--- config.mk ---
export PLATFORM = sky130hd
export DESIGN_NAME = run_ctrl
export DESIGN_NICKNAME = d
export VERILOG_FILES = /design/src/rtl/run_ctrl_pkg.sv /design/src/rtl/stall_detect.sv /design/src/rtl/run_ctrl.sv
export SDC_FILE = /design/constraint.sdc
export NUM_CORES = 1
export LEC_CHECK = 0
export CAP_MARGIN = 20
export CORE_ASPECT_RATIO = 1.2
export CORE_MARGIN = 2
export CORE_UTILIZATION = 39
export DETAILED_ROUTE_END_ITERATION = 8
export HOLD_SLACK_MARGIN = 0.03
export PLACE_DENSITY = 0.71
export SYNTH_ARGS = -nofsm -noshare
export SYNTH_HDL_FRONTEND = slang
export SYNTH_SLANG_ARGS = --single-unit
--- constraint.sdc ---
create_clock -name clk -period 4 [get_ports clk]
set_clock_uncertainty 0.05 [all_clocks]
set_input_delay 0.4 -clock clk [delete_from_list [all_inputs] [get_ports clk]]
set_output_delay 0.4 -clock clk [all_outputs]
set_load 0.05 [all_outputs]
--- src/rtl/run_ctrl_pkg.sv ---
// Shared types for the run controller: FSM states and the sticky result codes.
package run_ctrl_pkg;

   localparam int RUN_STATUS_W = 3;

   typedef enum logic [1:0] {
      ST_IDLE  = 2'd0,
      ST_RESET = 2'd1,
      ST_RUN   = 2'd2,
      ST_DONE  = 2'd3
   } run_state_t;

   typedef enum logic [RUN_STATUS_W-1:0] {
      RS_NONE    = 3'd0,
      RS_PASS    = 3'd1,
      RS_FAIL    = 3'd2,
      RS_TIMEOUT = 3'd3,
      RS_HALT    = 3'd4
   } run_status_t;

endpackage

--- src/rtl/stall_detect.sv ---
// PC self-loop detector: halt is asserted combinationally on the STALL_CYCLES-th consecutive equal PC.
// Latency: same cycle as the final matching PC; no backpressure.
module stall_detect
   import run_ctrl_pkg::*;
#(
   parameter int XLEN         = 32,
   parameter int STALL_CYCLES = 8
) (
   input  logic            clk,
   input  logic            rst,
   input  logic            clear,
   input  logic [XLEN-1:0] pc,
   output logic            halt
);

   localparam int CW = $clog2(STALL_CYCLES + 1);

   logic [XLEN-1:0] prev_pc;
   logic            prev_vld;
   logic [CW-1:0]   match_cnt;
   logic            match;

   // No previous PC exists on the first cycle after a clear, so no match is possible then.
   assign match = prev_vld && (pc == prev_pc);
   assign halt  = match && (match_cnt == CW'(STALL_CYCLES - 1));

   always_ff @(posedge clk) begin
      if (!rst || clear) begin
         prev_pc   <= '0;
         prev_vld  <= 1'b0;
         match_cnt <= '0;
      end else begin
         prev_pc  <= pc;
         prev_vld <= 1'b1;
         if (!match)
            match_cnt <= '0;
         else if (match_cnt != CW'(STALL_CYCLES))
            match_cnt <= match_cnt + CW'(1);
      end
   end

endmodule

--- src/rtl/run_ctrl.sv ---
// Run controller: sequences core reset, runs the core, and latches a sticky result on tohost/halt/timeout.
// Latency: exit detected in RUN cycle k is visible (done/status) the next cycle; no backpressure.
module run_ctrl
   import run_ctrl_pkg::*;
#(
   parameter int              XLEN         = 32,
   parameter int              CNT_W        = 32,
   parameter int              RST_CYCLES   = 4,
   parameter int              TIMEOUT      = 1000,
   parameter int              STALL_CYCLES = 8,
   parameter logic [XLEN-1:0] TOHOST_ADDR  = 32'h0000_0FFC
) (
   input  logic                    clk,
   input  logic                    rst,
   input  logic                    start,
   input  logic [XLEN-1:0]         pc,
   input  logic                    dmem_we,
   input  logic [XLEN-1:0]         dmem_addr,
   input  logic [XLEN-1:0]         dmem_wdata,
   output logic                    core_rst,
   output logic                    running,
   output logic                    done,
   output logic [RUN_STATUS_W-1:0] status,
   output logic [XLEN-1:0]         result,
   output logic [CNT_W-1:0]        cycle_count
);

   localparam int RW = (RST_CYCLES > 1) ? $clog2(RST_CYCLES) : 1;

   run_state_t      state, state_nxt;
   run_status_t     status_q, exit_status;
   logic            exit_hit;
   logic [RW-1:0]   rst_cnt;
   logic [XLEN-1:0] result_q;
   logic [CNT_W-1:0] cycle_q;
   logic            tohost_hit, halt, timeout_hit;

   stall_detect #(
      .XLEN         (XLEN),
      .STALL_CYCLES (STALL_CYCLES)
   ) u_stall (
      .clk   (clk),
      .rst   (rst),
      .clear (state != ST_RUN),
      .pc    (pc),
      .halt  (halt)
   );

   assign tohost_hit  = dmem_we && (dmem_addr == TOHOST_ADDR) && (dmem_wdata != '0);
   assign timeout_hit = (cycle_q == CNT_W'(TIMEOUT - 1));

   always_ff @(posedge clk) begin
      if (!rst)
         state <= ST_IDLE;
      else
         state <= state_nxt;
   end

   // Exit priority: tohost result, then PC halt, then watchdog.
   always_comb begin
      state_nxt   = state;
      exit_hit    = 1'b0;
      exit_status = RS_NONE;
      case (state)
         ST_IDLE:  if (start) state_nxt = ST_RESET;
         ST_RESET: if (rst_cnt == '0) state_nxt = ST_RUN;
         ST_RUN: begin
            if (tohost_hit) begin
               exit_hit    = 1'b1;
               exit_status = (dmem_wdata == XLEN'(1)) ? RS_PASS : RS_FAIL;
            end else if (halt) begin
               exit_hit    = 1'b1;
               exit_status = RS_HALT;
            end else if (timeout_hit) begin
               exit_hit    = 1'b1;
               exit_status = RS_TIMEOUT;
            end
            if (exit_hit) state_nxt = ST_DONE;
         end
         ST_DONE:  if (start) state_nxt = ST_RESET;
         default:  state_nxt = ST_IDLE;
      endcase
   end

   // Outputs decode the state register only, so nothing combinational reaches them from inputs.
   always_comb begin
      core_rst = (state == ST_RUN);
      running  = (state == ST_RUN);
      done     = (state == ST_DONE);
   end

   always_ff @(posedge clk) begin
      if (!rst) begin
         rst_cnt  <= '0;
         status_q <= RS_NONE;
         result_q <= '0;
         cycle_q  <= '0;
      end else begin
         case (state)
            ST_IDLE, ST_DONE: begin
               if (start) begin
                  rst_cnt  <= RW'(RST_CYCLES - 1);
                  status_q <= RS_NONE;
                  result_q <= '0;
                  cycle_q  <= '0;
               end
            end
            ST_RESET: begin
               if (rst_cnt != '0) rst_cnt <= rst_cnt - RW'(1);
            end
            ST_RUN: begin
               if (cycle_q != '1) cycle_q <= cycle_q + CNT_W'(1);
               if (exit_hit)      status_q <= exit_status;
               if (tohost_hit)    result_q <= dmem_wdata;
            end
            default: ;
         endcase
      end
   end

   assign status      = status_q;
   assign result      = result_q;
   assign cycle_count = cycle_q;

endmodule

==> results.sh <==
export IMPL_p_int_mw=2.07
export IMPL_ys_top_cells_by_count="dfxtp_1, nand2_1, nand3_1"
export IMPL_ir_drop_mv=0.202
export IMPL_syn_avg_cell_area_um2=8.62
export IMPL_dp_hpwl_mm=10.1
export IMPL_r2r_slack_ns=1.38
export IMPL_syn_nets=664
export IMPL_tightest_slew_ns=0.660
export IMPL_rows=44
export IMPL_via_count=4599
export IMPL_grt_start_max_net_pins=39
export IMPL_rsz0062_at_grt="no"
export IMPL_critPathRequiredTime_ns=3.55
export IMPL_ant_nets=0
export IMPL_fp_dieW_um=105
export IMPL_grt_overflow_total=0
export IMPL_synthArstFlopShare_pct=0
export IMPL_grt_first_pass_wirelength_mm=22.3
export IMPL_fin_hold_ws_ns=0.401
export IMPL_r2r_end="cycle_count[22]"
export IMPL_grt_use_met2_pct=35.1
export IMPL_path_cells="ha_2 > clkdlybuf4s50_1"
export IMPL_clock_latency_ns=0.35
export IMPL_synth_area_um2=4800
export IMPL_core_area_um2=12100
export IMPL_path_depth=2
export IMPL_cts_htree_levels=3
export IMPL_yosysTopAreaCell="dfxtp_1"
export IMPL_crit_arrival_ns=2.28
export IMPL_cpLargestDelayFamily="buffers and inverters"
export IMPL_reg2reg_from="state[1]"
export IMPL_use_met1_pct=24.6
export IMPL_dieHeight_um=126
export IMPL_p_switching_mw=1.08
export IMPL_max_stage_delay_ns=0.92
export IMPL_n_antenna_cell=0
export IMPL_postCtsSetupRepairBufs=0
export IMPL_wl_per_cell_um=15.2
export IMPL_io_pins=170
export IMPL_clk_path_buf_depth=2
export IMPL_yosys_warnings=0
export IMPL_grt_pass1_vias=4619
export IMPL_use_met3_pct=4.22
export IMPL_fp_dieArea_um2=13200
export IMPL_tritoncts="built"
export IMPL_hold_class="reg2reg"
export IMPL_setup_tns_ns=0
export IMPL_dp_cells=865
export IMPL_min_path_cells=2
export IMPL_max_cap_viol_count=0
export IMPL_finalHoldViolations=0
export IMPL_cts_sinks=108
export IMPL_seqPwrFrac_pct=39.2
export IMPL_antenna_found_initial=0
export IMPL_io_buffers=169
export IMPL_rr_worst_depth=6
export IMPL_synth_top_area_share_pct=45.0
export IMPL_holdPathEnd="result[9]"
export IMPL_start_kind="flip-flop"
export IMPL_drv_slew=0
export IMPL_synthCells=557
export IMPL_dr_pass1_iters=4
export IMPL_cts_buffers=9
export IMPL_ys_ff_latch=108
export IMPL_cts_root_buf="clkbuf_16"
export IMPL_crit_type="reg2out"
export IMPL_start_util_pct=39.8
export IMPL_cts_hold_buf=0
export IMPL_setup_viol=0
export IMPL_cp_num_buf_inv=1
export IMPL_post_cts_resized=0
export IMPL_fin_nets=824
export IMPL_maxSlewHeadroom_pct=55.6
export IMPL_fin_crit_ns=2.73
export IMPL_synth_distinct_cells=51
export IMPL_worstHoldStart="result[9]"
export IMPL_final_cells=883
export IMPL_power_frac_clock_pct=28.6
export IMPL_grt_busiest_layer="met2"
export IMPL_end_kind="output pin"
export IMPL_combPwrFrac_pct=32.2
export IMPL_netlist_top_cells_area="dfxtp_1, nand3_1, xnor2_1"
export IMPL_gp_congestion=0.889
export IMPL_track_usage_pct=20.3
export IMPL_cp_max_fo=37
export IMPL_area_delta_synth_final_pct=45.4
export IMPL_switching_share_pct=34.3
export IMPL_remaining_drc_errors=0
export IMPL_clk_pin_slew_ns=0.07
export IMPL_status="finished clean"
export IMPL_powerDensity_nw_per_um2=450
export IMPL_cp_slowest_cell="clkdlybuf4s50_1"
export IMPL_via_per_inst=5.21
export IMPL_yosysMostFrequentCell="dfxtp_1"
export IMPL_seq_area_frac_synth_pct=45.0
export IMPL_ys_flop_type="dfxtp_1"
export IMPL_synth_enable_flop_cells=0
export IMPL_drive_above_1_share_pct=4.85
export IMPL_drt_iter0_drc=183
export IMPL_post_route_period_util_pct=68.2
export IMPL_drt_wl_total_mm=13.4
export IMPL_max_freq_ghz=0.367
export IMPL_leakage_nw=2.50
==> state kept, by name, summed over array words and instances (netlist names) <==
register,flops
result,32
rst_cnt,2
u_stall.prev_vld,1
state,2
status,3
u_stall.match_cnt,4
cycle_count,32
u_stall.prev_pc,32
==> through the flow <==
stage / area [µm²] / utilization [%] / total power [mW] / setup slack [ns]
after floorplan: 4800 / - / 1.91 / 1.45
after detailed placement: 6630 / 55.0 / 2.24 / 0.792
after global routing: 6980 / 57.9 / 3.32 / 1.16
final: 6980 / 57.9 / 3.14 / 1.27
after global placement: 6630 / 55.0 / 2.21 / 0.883
after CTS: 6930 / 57.5 / 3.12 / 1.15
==> per-layer routing <==
layer	vias up	wire length, µm
met2	152	6500
met5	-	0
met4	0	308
met3	23	815
li1	2283	-
met1	2141	5800
==> cell type report <==
| type | instances | area, µm² |
|---|---|---|
| Fill cell | 1065 | 5080 |
| Multi-Input combinational cell | 403 | 2460 |
| Sequential cell | 108 | 2160 |
| Timing Repair Buffer | 177 | 1790 |
| Clock buffer | 11 | 243 |
| Tap cell | 161 | 201 |
| Inverter | 18 | 67.6 |
| Clock inverter | 5 | 58.8 |
==> worst max path at each step <==
stage / start / endpoint / slack, ns
finish: state[1] / running / 1.27
global route: state[1] / cycle_count[24] / 1.16
CTS: dmem_wdata[17] / result[3] / 1.15
detailed placement: dmem_addr[31] / result[3] / 0.79
global placement: dmem_wdata[31] / result[31] / 0.88
floorplan: cycle_count[6] / cycle_count[24] / 1.45
==> kinds of logic (layout without fill, tap and decap cells) <==
| group | after synthesis | after routing | synth area share [%] |
|---|---|---|---|
| and+or+nand+nor | 275 | 275 | 30.9 |
| DFF | 108 | 108 | 45.0 |
| AOI/OAI and AO/OA | 67 | 67 | 8.47 |
| xor gates and xnor gates | 50 | 50 | 9.12 |
| buffers and inverters | 46 | 211 | 3.78 |
| adders and majority gates | 7 | 7 | 1.82 |
| muxes | 4 | 4 | 0.886 |
==> power groups by stage <==
| stage | clock network, mW | logic (mW) | registers, mW |
|---|---|---|---|
| after detailed placement | 0 | 0.983 | 1.25 |
| after global placement | 0 | 0.962 | 1.25 |
| after CTS | 0.909 | 0.985 | 1.23 |
| after floorplan | 0 | 0.534 | 1.38 |
| after global routing | 0.967 | 1.11 | 1.24 |
| final | 0.899 | 1.01 | 1.23 |
==> placed cells by master (no fill, tap or decap), drive strengths merged, types with 15 or more instances in the layout <==
master and count:
and3 34, nand2 55, nor4 20, inv 19
xnor2 31, clkdlybuf4s50 169, dfxtp 108, nand4 15
nand3 56, nor2 44, xor2 19, a21oi 41
==> worst min-delay path: cells and delay by family, from the launching register on <==
kind	cells	cell delay (ns)
DFF	1	0.31
and+or+nand+nor	1	0.05
AOI/OAI and AO/OA	1	0.05
(Power assumes the default switching activity.)
